File: src/rtl/vga_bus_arbiter_if.sv
// Bundle of request, completion, pixel and status signals between the drawing
// clients, the arbiter and the VGA adapter.
interface vga_bus_arbiter_if #(
  parameter int unsigned NUM_REQ = 4
);
  logic [NUM_REQ-1:0]    req;
  logic [NUM_REQ-1:0]    done_in;
  logic [8*NUM_REQ-1:0]  req_x_in;
  logic [8*NUM_REQ-1:0]  req_y_in;
  logic [24*NUM_REQ-1:0] req_rgb_in;
  logic [NUM_REQ-1:0]    req_plot_in;
  logic [NUM_REQ-1:0]    start;
  logic [NUM_REQ-1:0]    grant;
  logic [7:0]            vga_x;
  logic [7:0]            vga_y;
  logic [23:0]           vga_colour;
  logic                  vga_plot;
  logic                  busy;
  logic                  timeout_err;

  // Arbiter side
  modport master (
    input  req, done_in, req_x_in, req_y_in, req_rgb_in, req_plot_in,
    output start, grant, vga_x, vga_y, vga_colour, vga_plot, busy, timeout_err
  );

  // Client / adapter side
  modport slave (
    output req, done_in, req_x_in, req_y_in, req_rgb_in, req_plot_in,
    input  start, grant, vga_x, vga_y, vga_colour, vga_plot, busy, timeout_err
  );
endinterface

File: src/rtl/vga_bus_arbiter.sv
// Round-robin owner of the single VGA pixel port: grants one drawing client at a
// time, pulses its start, and forwards only its pixel bus through a registered mux.
module vga_bus_arbiter #(
  parameter int unsigned       NUM_REQ        = 4,
  parameter int unsigned       TO_W           = 18,
  parameter logic [TO_W-1:0]   TIMEOUT_CYCLES = 18'd70000
) (
  input  logic                  clk,
  input  logic                  resetn,
  vga_bus_arbiter_if.master     bus
);

  localparam int unsigned IDX_W = (NUM_REQ > 1) ? $clog2(NUM_REQ) : 1;

  typedef enum logic [1:0] {
    IDLE    = 2'd0,
    START   = 2'd1,
    WAIT    = 2'd2,
    RELEASE = 2'd3
  } state_e;

  state_e             state_q, state_d;
  logic [NUM_REQ-1:0] grant_q, grant_d;
  logic [NUM_REQ-1:0] start_q, start_d;
  logic [IDX_W-1:0]   ptr_q, ptr_d;
  logic [TO_W-1:0]    wd_q, wd_d;
  logic [7:0]         vga_x_q, vga_x_d;
  logic [7:0]         vga_y_q, vga_y_d;
  logic [23:0]        vga_col_q, vga_col_d;
  logic               plot_q, plot_d;
  logic               busy_q, busy_d;
  logic               terr_q, terr_d;

  logic               pick_found;
  logic [IDX_W-1:0]   pick_idx;
  logic [IDX_W-1:0]   g_idx;

  // Index arithmetic modulo NUM_REQ; offsets stay below NUM_REQ so one subtract suffices
  function automatic logic [IDX_W-1:0] wrap_inc(input logic [IDX_W-1:0] base,
                                                input int unsigned      off);
    int unsigned s;
    s = 32'(base) + off;
    if (s >= NUM_REQ) s = s - NUM_REQ;
    return IDX_W'(s);
  endfunction

  // First requester scanning circularly from the priority pointer
  always_comb begin
    pick_found = 1'b0;
    pick_idx   = '0;
    for (int unsigned k = 0; k < NUM_REQ; k++) begin
      if (!pick_found && bus.req[wrap_inc(ptr_q, k)]) begin
        pick_found = 1'b1;
        pick_idx   = wrap_inc(ptr_q, k);
      end
    end
  end

  // Encode the one-hot grant back to the owner index
  always_comb begin
    g_idx = '0;
    for (int unsigned k = 0; k < NUM_REQ; k++) begin
      if (grant_q[k]) g_idx = IDX_W'(k);
    end
  end

  always_comb begin
    state_d   = state_q;
    grant_d   = grant_q;
    start_d   = '0;
    ptr_d     = ptr_q;
    wd_d      = '0;
    terr_d    = terr_q;
    vga_x_d   = vga_x_q;
    vga_y_d   = vga_y_q;
    vga_col_d = vga_col_q;
    plot_d    = 1'b0;

    case (state_q)
      IDLE: begin
        if (pick_found) begin
          grant_d = NUM_REQ'(1) << pick_idx;
          start_d = NUM_REQ'(1) << pick_idx;
          state_d = START;
        end
      end
      START: begin
        state_d = WAIT;
      end
      WAIT: begin
        // Completion wins over a simultaneous watchdog expiry
        if (bus.done_in[g_idx]) begin
          state_d = RELEASE;
          grant_d = '0;
          ptr_d   = wrap_inc(g_idx, 32'd1);
        end else if (wd_q == (TIMEOUT_CYCLES - TO_W'(1))) begin
          terr_d  = 1'b1;
          state_d = RELEASE;
          grant_d = '0;
          ptr_d   = wrap_inc(g_idx, 32'd1);
        end else begin
          wd_d = wd_q + TO_W'(1);
        end
      end
      RELEASE: begin
        grant_d = '0;
        state_d = IDLE;
      end
      default: begin
        grant_d = '0;
        state_d = IDLE;
      end
    endcase

    // Only the owner's pixel bus reaches the adapter; coordinates hold otherwise
    if (state_q == START || state_q == WAIT) begin
      vga_x_d   = bus.req_x_in[32'(g_idx)*8 +: 8];
      vga_y_d   = bus.req_y_in[32'(g_idx)*8 +: 8];
      vga_col_d = bus.req_rgb_in[32'(g_idx)*24 +: 24];
      plot_d    = bus.req_plot_in[g_idx];
    end
  end

  assign busy_d = (state_d != IDLE);

  always_ff @(posedge clk) begin
    if (!resetn) begin
      state_q   <= IDLE;
      grant_q   <= '0;
      start_q   <= '0;
      ptr_q     <= '0;
      wd_q      <= '0;
      vga_x_q   <= '0;
      vga_y_q   <= '0;
      vga_col_q <= '0;
      plot_q    <= 1'b0;
      busy_q    <= 1'b0;
      terr_q    <= 1'b0;
    end else begin
      state_q   <= state_d;
      grant_q   <= grant_d;
      start_q   <= start_d;
      ptr_q     <= ptr_d;
      wd_q      <= wd_d;
      vga_x_q   <= vga_x_d;
      vga_y_q   <= vga_y_d;
      vga_col_q <= vga_col_d;
      plot_q    <= plot_d;
      busy_q    <= busy_d;
      terr_q    <= terr_d;
    end
  end

  assign bus.start       = start_q;
  assign bus.grant       = grant_q;
  assign bus.vga_x       = vga_x_q;
  assign bus.vga_y       = vga_y_q;
  assign bus.vga_colour  = vga_col_q;
  assign bus.vga_plot    = plot_q;
  assign bus.busy        = busy_q;
  assign bus.timeout_err = terr_q;

endmodule

File: src/flat_wrapper.sv
// flat-port wrapper written by rule: the top's interface ports become plain ports
module vga_bus_arbiter_flat 
#(
  parameter int unsigned       NUM_REQ        = 4,
  parameter int unsigned       TO_W           = 18,
  parameter logic [TO_W-1:0]   TIMEOUT_CYCLES = 18'd70000
)
  (clk, resetn, bus_req, bus_done_in, bus_req_x_in, bus_req_y_in, bus_req_rgb_in, bus_req_plot_in, bus_start, bus_grant, bus_vga_x, bus_vga_y, bus_vga_colour, bus_vga_plot, bus_busy, bus_timeout_err);
  vga_bus_arbiter_if #(.NUM_REQ(NUM_REQ)) bus_i ();
  input  logic clk;
  input  logic resetn;
  input wire logic [$bits(bus_i.req)-1:0] bus_req;
  input wire logic [$bits(bus_i.done_in)-1:0] bus_done_in;
  input wire logic [$bits(bus_i.req_x_in)-1:0] bus_req_x_in;
  input wire logic [$bits(bus_i.req_y_in)-1:0] bus_req_y_in;
  input wire logic [$bits(bus_i.req_rgb_in)-1:0] bus_req_rgb_in;
  input wire logic [$bits(bus_i.req_plot_in)-1:0] bus_req_plot_in;
  output wire logic [$bits(bus_i.start)-1:0] bus_start;
  output wire logic [$bits(bus_i.grant)-1:0] bus_grant;
  output wire logic [$bits(bus_i.vga_x)-1:0] bus_vga_x;
  output wire logic [$bits(bus_i.vga_y)-1:0] bus_vga_y;
  output wire logic [$bits(bus_i.vga_colour)-1:0] bus_vga_colour;
  output wire logic [$bits(bus_i.vga_plot)-1:0] bus_vga_plot;
  output wire logic [$bits(bus_i.busy)-1:0] bus_busy;
  output wire logic [$bits(bus_i.timeout_err)-1:0] bus_timeout_err;
  assign bus_i.req = bus_req;
  assign bus_i.done_in = bus_done_in;
  assign bus_i.req_x_in = bus_req_x_in;
  assign bus_i.req_y_in = bus_req_y_in;
  assign bus_i.req_rgb_in = bus_req_rgb_in;
  assign bus_i.req_plot_in = bus_req_plot_in;
  assign bus_start = bus_i.start;
  assign bus_grant = bus_i.grant;
  assign bus_vga_x = bus_i.vga_x;
  assign bus_vga_y = bus_i.vga_y;
  assign bus_vga_colour = bus_i.vga_colour;
  assign bus_vga_plot = bus_i.vga_plot;
  assign bus_busy = bus_i.busy;
  assign bus_timeout_err = bus_i.timeout_err;
  vga_bus_arbiter #(.NUM_REQ(NUM_REQ), .TO_W(TO_W), .TIMEOUT_CYCLES(TIMEOUT_CYCLES)) u_core (.clk(clk), .resetn(resetn), .bus(bus_i));
endmodule
File: config.mk
export PLATFORM = sky130hd
export DESIGN_NAME = vga_bus_arbiter_flat
export DESIGN_NICKNAME = d
export VERILOG_FILES = /design/src/rtl/vga_bus_arbiter_if.sv /design/src/rtl/vga_bus_arbiter.sv /design/src/flat_wrapper.sv
export SDC_FILE = /design/constraint.sdc
export NUM_CORES = 1
export LEC_CHECK = 0
export ABC_AREA = 1
export CAP_MARGIN = 10
export CORE_ASPECT_RATIO = 0.75
export CORE_MARGIN = 2
export CORE_UTILIZATION = 35
export DETAILED_ROUTE_END_ITERATION = 8
export PLACE_DENSITY = 0.76
export SETUP_SLACK_MARGIN = 0.05
export SYNTH_ARGS = -nofsm -noshare
export SYNTH_HDL_FRONTEND = slang
export SYNTH_SLANG_ARGS = --single-unit
export TNS_END_PERCENT = 20
File: constraint.sdc
create_clock -name clk -period 2.1 [get_ports clk]
set_input_delay 0.42 -clock clk [delete_from_list [all_inputs] [get_ports clk]]
set_output_delay 0.42 -clock clk [all_outputs]
set_load 0.05 [all_outputs]
# Yosys cells after proc, flatten, opt, wreduce, memory -nomap -nowiden

Cells that the tools add are included.

Output and inout bits: 51
Logic and storage cells: 100
Input port bits: 174
Bits in registers: 73

Bitwise logic cells: 3
Multiplexer cells: 38
Equal/unequal tests: 6
Add/subtract/negate cells: 10
$lt $le $gt $ge: 10
$mul: 1
Reduce and logical (&&, ||, !) cells: 17
Shifts and indexed selects: 4

Operators by type and width:

| operator                                                   | number |
|---|---|
| variable part select 96 x 8 -> 24 bit                      | 1 |
| variable part select 32 x 6 -> 8 bit                       | 2 |
| two-way mux 2 bit                                          | 16 |
| adder 18 x 1 -> 18 bit, second input constant              | 1 |
| equality test 18 x 17 -> 1 bit, second input constant      | 1 |
| less-than comparator 2 x 3 -> 1 bit, second input constant | 5 |
| binary-select mux 1 bit (select 2 bit)                     | 6 |
| >= comparator 3 bit, second input constant                 | 4 |
| two-way mux 4 bit                                          | 3 |
| one-hot mux 4 bit (3 select lines)                         | 1 |
| two-way mux 1 bit                                          | 11 |
| subtractor 2 x 1 -> 2 bit, second input constant           | 5 |
| AND reduction 3 bit                                        | 3 |
| one-hot mux 2 bit (4 select lines)                         | 1 |
| adder 2 x 1 -> 3 bit, second input constant                | 2 |
| adder 2 x 2 -> 3 bit, second input constant                | 2 |
| equality test 2 bit, second input constant                 | 2 |
| multiplier 2 x 2 -> 4 bit, second input constant           | 1 |
| AND reduction 2 bit                                        | 2 |
| nonzero test 2 bit                                         | 2 |
| OR reduction 4 bit                                         | 1 |
| << shifter 1 x 2 -> 4 bit, first input constant            | 1 |
| >= comparator 2 x 3 -> 1 bit, second input constant        | 1 |
| logical AND 1 bit                                          | 3 |
| 8 further kinds                                            | 12 |

# Depth between registers and ports, before layout

Gate-level depths: netlist of run 1.

Depth in word-level cells: 17
Depth in mapped cells: 12
Depth with buffers taken out: 12

# Worst setup path before layout of run 1

No wires, ideal clock.

Kind: register -> register
Start point: register u_core.grant_q[1] (netlist: u_core.bus.grant[1])
End point: register u_core.grant_q[3] (netlist: u_core.bus.grant[3])
Path slack: 271 ps
Data required time: 2,030 ps
Clock period less this slack: 1,829 ps
Cell stages (with the launch flop): 12
Path buffers: 1
Data arrival time: 1,760 ps
Setup time: 70 ps
Cell sequence: dfxtp_1 -> buf_2 -> nand2_1 -> nand2_2 -> inv_2 -> nor2_1 -> o21ai_0 -> nand2_2 -> nand3_1 -> nand3_1 -> nand2_1 -> a21oi_1

Cells in the longest elaborated chain, start to end: 7
Elaborated cells between the ends (all ways): 9
Classes of those cells: 1 x eq/ne; 7 x mux; 1 x reduce/logical

RTL lines:

| what                                                                                       | line                   | text |
|---|---|---|
| start: declaration                                                                         | vga_bus_arbiter.sv:23  | `logic [NUM_REQ-1:0] grant_q, grant_d;` |
| start signal: assignment                                                                   | vga_bus_arbiter.sv:141 | `grant_q <= grant_d;` |
| two-way mux 1 bit *                                                                        | vga_bus_arbiter.sv:63  | `if (grant_q[k]) g_idx = IDX_W'(k);` |
| two-way mux 2 bit * (2 in a row)                                                           | vga_bus_arbiter.sv:63  |  |
| binary-select mux 1 bit (select 2 bit) *                                                   | vga_bus_arbiter.sv:92  | `if (bus.done_in[g_idx]) begin` |
| two-way mux 1 bit (not written as such) *                                                  | vga_bus_arbiter.sv:92  |  |
| != test 3 x 1 -> 1 bit (no source line) or two-way mux 4 bit (tied branches)               | -                      |  |
| AND reduction 3 bit (no source line) or one-hot mux 4 bit (3 select lines) (tied branches) | -                      |  |

Mark *: on every way between the ends. The rest lies on a longest branch, timed or not. The select of a mux whose other input is x is not followed.
A chain may end at the register's enable or synchronous reset.

# Worst setup path after layout of run 1

Start point: register u_core.vga_col_q[18] (netlist: u_core.bus.vga_colour[18])
End point: output port bus_vga_colour[18]

RTL lines:

| what                     | line                   | text |
|---|---|---|
| start: declaration       | vga_bus_arbiter.sv:29  | `logic [23:0] vga_col_q, vga_col_d;` |
| start signal: assignment | vga_bus_arbiter.sv:147 | `vga_col_q <= vga_col_d;` |
| end: declaration         | flat_wrapper.sv:22     | `output wire logic [$bits(bus_i.vga_colour)-1:0] bus_vga_colour;` |

No word-level cell between the ends.

==> results.cfg, run 1 <==
[status]
run_status = finished clean

[route]
dr_pass1_iterations = 5
drt.antenna.violating_nets = 0
routed-via-count = 5069
detailedRoute.firstIterationViolations = 311
route.detailed.wl_per_inst_microns = 14.5
drt_wl_total_mm = 15.1
detail_route.vias_per_cell = 4.88
route.detailed.drc = 0

[critical_path]
worst-path-buf-inv = 1
crit_path_end_kind = primary output
worst_path_largest_cell_delay_ns = 0.84
wp_data_required_ns = 1.68
critical-path-top-delay-family = buffers and inverters
crit_slowest_cell = clkdlybuf4s50_1
worst-setup-path-type = flip-flop to primary output
cp_cell_sequence = clkdlybuf4s50_1
worst-path-max-fanout = 2
cp-start-kind = flip-flop
worst-endpoint-arrival_ns = 1.53

[flow_run]
cap_violations = 0

[pwr]
power.ir.vdd_worst_mv = 0.775
totalPowerFinal_uw = 9630
power_leakage_uw = 0.00270
power-per-cell-area_nw_per_um2 = 1380

[logic_synthesis]
postSynthRegisterBits = 73
post_synth_num_cell_types = 33
seq_area_frac_synth = 0.343
syn-cell-area_sq_um = 4260
synthesized_netlist_cell_count = 664
mappedNetlistNets = 844
syn_avg_cell_area_sq_um = 6.42
yosys_warning_count = 0

[cts]
cts.path.max_buffers = 2
worstSkewPairLatency_ns = 0.33
cts.hold.buffers_added = 0
cts_tree = yes
htree_levels = 3
cts.sinks = 73
clock_buffers_created_by_tritoncts = 9
clk_pin_slew_ns = 0.06
postCtsSetupRepairBufs = 0
count_of_cells_resized_by_post_cts_repair = 0
root_buffer = clkbuf_16

[sta]
finalHoldViolations = 0
final-setup-viol-count = 0
worst_tran_pin_value_ns = 0.587
post-route-min-period_ns = 1.95
rsz0062_at_grt = no
fmaxAchievable_mhz = 512
layout_worst_path_cycle_share = 0.929
drv_slew = 0
final.setup_skew_ns = 0.00351
slew_headroom = 0.608
timing.setup.tns_ns = 0

[global_routing]
antenna_found_initial = 0
grt_start_max_net_pins = 51
overflow = 0
grt_pass1_vias = 4866
grt_first_pass_wirelength_mm = 23.9
grt.total_usage = 0.227

[hold_path]
hp-class = flip-flop to flip-flop

[layout]
post_route_cells_drive_above_1_share = 0.0787
final-seq-area_sq_um = 1460
multi_input_comb_area_sq_um = 2520
syn_to_final_growth_pct = 64.1
antenna_cells_inserted = 0
nFillCells = 1113
layout_commonest_cell = clkdlybuf4s50_1
layout.cells.most_common_list = 220 x clkdlybuf4s50_1, 195 x nor2_1, 125 x o21ai_0
final_nets = 1052

[die]
io_pins = 225
die_x_microns = 131
die_h_microns = 99.5
design.core.area_sq_um = 11700
placement_rows = 34
floorplan.initialDensity = 0.363
fp.dieArea_sq_um = 13100

[placed_design]
numPortBuffers = 224
routabilityCongestion = 0.860
post-dp-hpwl_mm = 11.2
## stage by stage
stage	hold slack [ns]	utilization	cells	worst slack, ns	cell area [sq um]
floorplan	0.442	-	664	0.271	4260
global placement	0.454	0.568	1023	0.150	6670
detailed placement	0.466	0.568	1023	0.124	6670
CTS	0.474	0.595	1039	0.136	6990
global route	0.496	0.595	1039	0.0662	6990
finish	0.473	0.595	1039	0.148	6990
## final cells by class
type / count / share of cell area
clock buffer: 11 / 0.0347
clock inverter: 5 / 0.0113
inverter: 33 / 0.0177
multi-input combinational: 517 / 0.360
sequential: 73 / 0.209
tap: 162 / 0.0290
timing repair buffer: 238 / 0.338
## flip-flops by register name, summed over array words and instances (netlist names)
signal                  cells
u_core.bus.vga_plot         1
u_core.bus.timeout_err      1
u_core.bus.busy             1
u_core.bus.vga_colour      24
u_core.bus.vga_x            8
u_core.bus.grant            4
u_core.wd_q                18
u_core.bus.vga_y            8
u_core.bus.start            4
u_core.ptr_q                2
u_core.state_q              2
## power by group
group	total, uW	internal (uW)	switching [uW]
clock network	1660	1070	594
logic	5970	2020	3950
registers	1990	1780	212
## final timing paths
kind / endpoint / depth (start not counted) / slack [ns] / from
worst min-delay path: u_core.wd_q[17] / 2 / 0.47 / u_core.wd_q[17]
worst max register to register: u_core.bus.grant[2] / 10 / 0.24 / u_core.wd_q[0]
worst max-delay path: bus_vga_colour[18] / 1 / 0.15 / u_core.bus.vga_colour[18]
worst min register to register: u_core.wd_q[17] / 2 / 0.47 / u_core.wd_q[17]
## routing by layer
layer | global-route usage | up-vias | routed length, microns
li1 | - | 2633 | -
met1 | 0.269 | 2250 | 6480
met2 | 0.397 | 160 | 7290
met3 | 0.0652 | 26 | 941
met4 | 0.0778 | 0 | 350
met5 | 0 | - | 0
## logic make-up after synthesis
group,synth area share
AO/OA/AOI/OAI,0.231
flip-flops,0.343
XOR/XNOR,0.0164
adder cells (fa/ha/maj),0.0176
AND/OR/NAND/NOR,0.324
buffers and inverters,0.0681
## Yosys cell counts
library cell / instances / area share
inv_1: 26 / 0.023
buf_6: 1 / 0.0026
o21ai_0: 125 / 0.15
nor2_4: 2 / 0.0053
nand2_2: 10 / 0.015
o211ai_1: 1 / 0.0018
o21a_1: 1 / 0.0018
nor3_2: 2 / 0.0047
a21oi_1: 14 / 0.016
nand4_4: 1 / 0.0050
ha_1: 6 / 0.018
nand2_4: 2 / 0.0053
nand4_1: 8 / 0.012
nand3_1: 20 / 0.023
nor3b_1: 1 / 0.0018
xnor2_1: 1 / 0.0021
buf_4: 1 / 0.0018
nor2_1: 196 / 0.17
a31oi_1: 41 / 0.060
o21ai_2: 1 / 0.0021
dfxtp_1: 73 / 0.34
nor2_2: 4 / 0.0059
clkbuf_1: 38 / 0.033
xor2_1: 7 / 0.014
nor4_1: 2 / 0.0029
nand3_2: 2 / 0.0047
nor3_1: 8 / 0.0094
a21boi_1: 1 / 0.0018
nor3b_2: 1 / 0.0029
or2_2: 1 / 0.0015
inv_2: 7 / 0.0062
buf_2: 1 / 0.0012
nand2_1: 59 / 0.052
Power figures use the tool's default switching activity.
==> inputs of run 2 (changes only) <==
--- a/config.mk
+++ b/config.mk
@@ -11,7 +11,8 @@
 export CORE_MARGIN = 2
 export CORE_UTILIZATION = 35
 export DETAILED_ROUTE_END_ITERATION = 8
-export PLACE_DENSITY = 0.76
+export DONT_BUFFER_PORTS = 1
+export PLACE_DENSITY = 0.52
 export SETUP_SLACK_MARGIN = 0.05
 export SYNTH_ARGS = -nofsm -noshare
 export SYNTH_HDL_FRONTEND = slang
==> run 2 against run 1 <==
Cell area is 33% lower; count of clock-buffer cells in the layout grew 2; utilization fell by 20 points; worst setup slack improved by 0.14 ns; sequential power grew 61%; first-iteration DRC count decreased by 7.7%; critical path depth rose by 10; wire length shrank 14%; highest routed layer unchanged; largest power group unchanged; die area unchanged.
==> results.cfg, run 2 (synthesized netlist as in run 1, its figures left out) <==
[sta]
slew_headroom = 0.619
post-route-min-period_ns = 1.81
layout_worst_path_cycle_share = 0.863
drv_slew = 0
finalHoldViolations = 0
timing.setup.tns_ns = 0
worst_tran_pin_value_ns = 0.571
fmaxAchievable_mhz = 552
rsz0062_at_grt = no
final.setup_skew_ns = 0.00599
final-setup-viol-count = 0

[hold_path]
timing.hold.worst_path_depth = 2
min_delay_worst_endpoint = u_core.ptr_q[0]
worstHoldStart = resetn
hp-class = primary input to flip-flop

[layout]
finalNonFillerCells = 810
layout_commonest_cell = nor2_1
final-seq-area_sq_um = 1460
end_of_flow_core_utilization = 0.398
multi_input_comb_area_sq_um = 2520
syn_to_final_growth_pct = 9.75
antenna_cells_inserted = 0
nFillCells = 1255
largest_reg_flops = 24
post_route_cells_drive_above_1_share = 0.0910
layout.cells.most_common_list = 195 x nor2_1, 125 x o21ai_0, 72 x dfxtp_1
final_nets = 823

[pwr]
power_leakage_uw = 0.00179
power.ir.vdd_worst_mv = 0.801
power-per-cell-area_nw_per_um2 = 1800

[cts]
cts.hold.buffers_added = 0
cts.path.max_buffers = 2
worstSkewPairLatency_ns = 0.33
clock_buffers_created_by_tritoncts = 9
count_of_cells_resized_by_post_cts_repair = 0
clk_pin_slew_ns = 0.06
postCtsSetupRepairBufs = 0
root_buffer = clkbuf_16
htree_levels = 3
cts.sinks = 73
cts_tree = yes

[die]
die_h_microns = 99.5
fp.dieArea_sq_um = 13100
floorplan.initialDensity = 0.363
placement_rows = 34
design.core.area_sq_um = 11700
die_x_microns = 131
io_pins = 225

[critical_path]
worst-endpoint-arrival_ns = 2.04
worst_path_largest_cell_delay_ns = 0.54
reg2reg_setup_slack_ns = 0.29
worst_r2r_path_depth = 11
critical_path_depth = 11
worst-path-max-fanout = 11
crit_slowest_cell = dfxtp_1
worst-path-buf-inv = 2
cell_seen_most_often_among_critical_path_stages = nand3_1
critPathLaunch = u_core.ptr_q[0]
cp_cell_sequence = inv_2, nand2_1, nand3_1, nand2_2, inv_2, nand3_1, nand2_1, nor2_1, nor2_4, nand3_1, a21oi_1
critical-path-top-delay-family = simple AND/OR/NAND/NOR gates
crit_path_end_kind = flip-flop
rr_endpoint = u_core.bus.grant[2]
worst-setup-path-type = flip-flop to flip-flop
r2r-start = u_core.ptr_q[0]
wp_data_required_ns = 2.32
cp-start-kind = flip-flop

[flow_run]
cap_violations = 0

[route]
detail_route.vias_per_cell = 5.29
top_layer_used = met4
drt.antenna.violating_nets = 0
route.detailed.wl_per_inst_microns = 15.9
dr_wl_met3_microns = 728
route.detailed.drc = 0
drt_wl_total_mm = 12.9
detailedRoute.firstIterationViolations = 287
met2_length_mm = 5.92
routed-via-count = 4282
detailed_routing_wirelength_on_met1_mm = 6.06
dr_pass1_iterations = 4

[placed_design]
place.detailed.instances = 794
post-dp-hpwl_mm = 9.11
numPortBuffers = 0
routabilityCongestion = 0.854

[global_routing]
grt_pass1_vias = 3985
overflow = 0
grt_start_max_net_pins = 82
grt_first_pass_wirelength_mm = 20.4
antenna_found_initial = 0
grt.total_usage = 0.196

[status]
run_status = finished clean
==> run 2: changes by cell type in the layout (fill, tap and decap cells not counted), sizes merged <==
| cell | delta |
|---|---|
| clkbuf | +2 |
| bufinv | -2 |
| buf | -9 |
| clkdlybuf4s50 | -220 |
==> run 2: layer usage <==
metal,vias to the layer above,GRT usage
li1,2181,-
met1,1929,0.255
met2,159,0.323
met3,13,0.0449
met4,0,0.0661
met5,-,0
==> run 2: worst max path at each step <==
stage                          end  slack (ns)
2_1_floorplan  u_core.bus.grant[3]        0.27
3_3_place_gp   u_core.bus.grant[2]        0.36
3_5_place_dp   u_core.bus.grant[2]        0.31
4_1_cts        u_core.bus.grant[2]        0.29
5_1_grt        u_core.bus.grant[0]        0.05
6_report       u_core.bus.grant[2]        0.29
==> run 2: final cells by class <==
class                      count  area share
clock buffer                  13      0.0557
clock inverter                 3     0.00321
timing repair buffer           9      0.0198
tap                          162      0.0434
inverter                      33      0.0265
multi-input combinational    517       0.539
sequential                    73       0.313
==> run 2: stage by stage <==
step                worst slack, ns  total power (uW)  hold WS, ns  instance area [sq um]
finish                        0.287              8400        0.252                   4680
global route                 0.0532              9140        0.231                   4680
CTS                           0.293              8480        0.221                   4680
detailed placement            0.306              7020        0.456                   4400
global placement              0.360              6970        0.456                   4400
floorplan                     0.271              6020        0.442                   4260
==> run 2: power breakdown <==
| part | switching, uW | internal, uW | leakage [uW] |
|---|---|---|---|
| registers | 1430 | 1780 | 0.000600 |
| logic | 2540 | 1210 | 0.00105 |
| clock network | 570 | 859 | 0.000139 |
| total | 4550 | 3850 | 0.00179 |
==> inputs of run 3 (changes only) <==
--- a/config.mk
+++ b/config.mk
@@ -8,7 +8,6 @@
 export ABC_AREA = 1
 export CAP_MARGIN = 10
 export CORE_ASPECT_RATIO = 0.75
-export CORE_MARGIN = 2
 export CORE_UTILIZATION = 35
 export DETAILED_ROUTE_END_ITERATION = 8
 export DONT_BUFFER_PORTS = 1
==> run 3 against run 2 <==
Sequential share of layout area decreased by 0.46 points; critical path type unchanged; clock power is 24% higher; power increased by 3.9%; highest routed layer unchanged.
==> results.cfg, run 3 (synthesized netlist as in run 1, its figures left out) <==
[global_routing]
grt_start_max_net_pins = 48
overflow = 0
groute.layer.met2.usage = 0.337
global_route.usage.met3 = 0.0551
grtUsageMet1 = 0.253
top_usage_layer = met2
grt.total_usage = 0.205
grt_first_pass_wirelength_mm = 20.3
grt_pass1_vias = 4106
antenna_found_initial = 0

[sta]
worst_tran_pin_value_ns = 0.602
rsz0062_at_grt = no
post-route-worst-setup-slack_ns = 0.305
fmaxAchievable_mhz = 557
layout_worst_path_cycle_share = 0.855
post-route-min-period_ns = 1.80
timing.setup.tns_ns = 0
drv_slew = 0
finalHoldViolations = 0
final-setup-viol-count = 0
slew_headroom = 0.598
final.setup_skew_ns = 0.00704

[critical_path]
worst-endpoint-arrival_ns = 2.02
reg2reg_setup_slack_ns = 0.30
worst_path_largest_cell_delay_ns = 0.40
crit_path_end_kind = flip-flop
cp-start-kind = flip-flop
cell_seen_most_often_among_critical_path_stages = nand2_1
critPathLaunch = u_core.wd_q[0]
worst_r2r_path_depth = 10
wp_data_required_ns = 2.32
worst-setup-path-type = flip-flop to flip-flop
crit_slowest_cell = dfxtp_1
r2r-start = u_core.wd_q[0]
rr_endpoint = u_core.ptr_q[1]
cp_cell_sequence = ha_1, nand2_1, inv_1, nand2_1, nor2_1, nand4_1, nand2_1, nand2_1, o21ai_0, a21oi_1
worst-path-max-fanout = 5

[route]
routed-via-count = 4339
drt_wl_total_mm = 12.7
route.detailed.wl_per_inst_microns = 15.6
drt.antenna.violating_nets = 0
detailedRoute.firstIterationViolations = 186
route.detailed.drc = 0
detail_route.vias_per_cell = 5.34
dr_pass1_iterations = 4

[status]
run_status = finished clean

[placed_design]
post-dp-hpwl_mm = 8.98
detailedPlace.worstSlack_ns = 0.281
numPortBuffers = 0
routabilityCongestion = 0.875

[layout]
layout_commonest_cell = nor2_1
largest_reg_flops = 24
final_nets = 825
layout.cells.most_common_list = 195 x nor2_1, 125 x o21ai_0, 71 x dfxtp_1
syn_to_final_growth_pct = 11.5
antenna_cells_inserted = 0
post_route_cells_drive_above_1_share = 0.0969

[pwr]
totalPowerFinal_uw = 8720
power-per-cell-area_nw_per_um2 = 1840
power_leakage_uw = 0.00182
power.ir.vdd_worst_mv = 0.816

[cts]
cts_tree = yes
postCtsSetupRepairBufs = 0
clock_buffers_created_by_tritoncts = 9
worstSkewPairLatency_ns = 0.33
cts.sinks = 73
root_buffer = clkbuf_16
htree_levels = 3
clk_pin_slew_ns = 0.06
cts.path.max_buffers = 2

[hold_path]
worstHoldStart = resetn
hp-class = primary input to flip-flop
min_delay_worst_endpoint = u_core.ptr_q[0]
timing.hold.worst_path_depth = 2

[die]
fp.dieArea_sq_um = 12600
placement_rows = 34
die_x_microns = 129
die_h_microns = 97.5
design.core.area_sq_um = 11700
floorplan.initialDensity = 0.363
io_pins = 225

[flow_run]
cap_violations = 0
==> run 3: cell count changes in the layout (fill, tap and decap cells not counted), sizes merged <==
cell      previous run  this run
buf                  9        11
bufinv               0         3
clkbuf              13        11
clkinv               3         1
clkinvlp             0         1
==> run 3: per-stage QoR <==
stage,instance area [sq um],hold WS [ns],utilization,std cells
2_1_floorplan,4260,0.442,-,664
3_3_place_gp,4400,0.456,0.375,796
3_5_place_dp,4400,0.459,0.375,796
4_1_cts,4750,0.218,0.404,812
5_1_grt,4750,0.218,0.405,812
6_report,4750,0.228,0.405,812
==> run 3: cell type report <==
type | instances | area [sq um]
Tap cell | 162 | 203
Clock inverter | 5 | 103
Clock buffer | 11 | 243
Fill cell | 1271 | 6990
Sequential cell | 73 | 1460
Multi-Input combinational cell | 517 | 2520
Inverter | 33 | 124
Timing Repair Buffer | 11 | 95.1
==> run 3: worst max-delay path by stage <==
stage	to	cells after the start	slack [ns]
finish	u_core.ptr_q[1]	10	0.30
detailed placement	u_core.bus.grant[2]	11	0.28
CTS	u_core.bus.grant[1]	12	0.25
global route	u_core.bus.grant[3]	10	0.09
global placement	u_core.bus.start[1]	10	0.38
floorplan	u_core.bus.grant[3]	11	0.27
==> run 3: timing repair <==
action,4_1_cts,5_1_grt
hold endpoints to repair,0,0
hold buffers,0,0
setup endpoints to repair,0,5
gates resized for setup,0,1
==> run 3: worst max-delay path, delay by kind of cell, from the launching register on <==
kind | cells | cell delay [ns]
adder cells (fa/ha/maj) | 1 | 0.19
AO/OA/AOI/OAI | 2 | 0.23
buffers and inverters | 1 | 0.11
flip-flops | 1 | 0.40
AND/OR/NAND/NOR | 6 | 0.76
==> run 3: metal layers <==
layer / vias to the layer above / share of wire
li1: 2178 / -
met3: 14 / 0.074
met5: - / 0
met2: 177 / 0.47
met1: 1970 / 0.44
met4: 0 / 0.017
==> run 3: where the power goes <==
part	switching, uW	internal (uW)
combinational	2560	1190
sequential	1430	1780
clock	581	1190
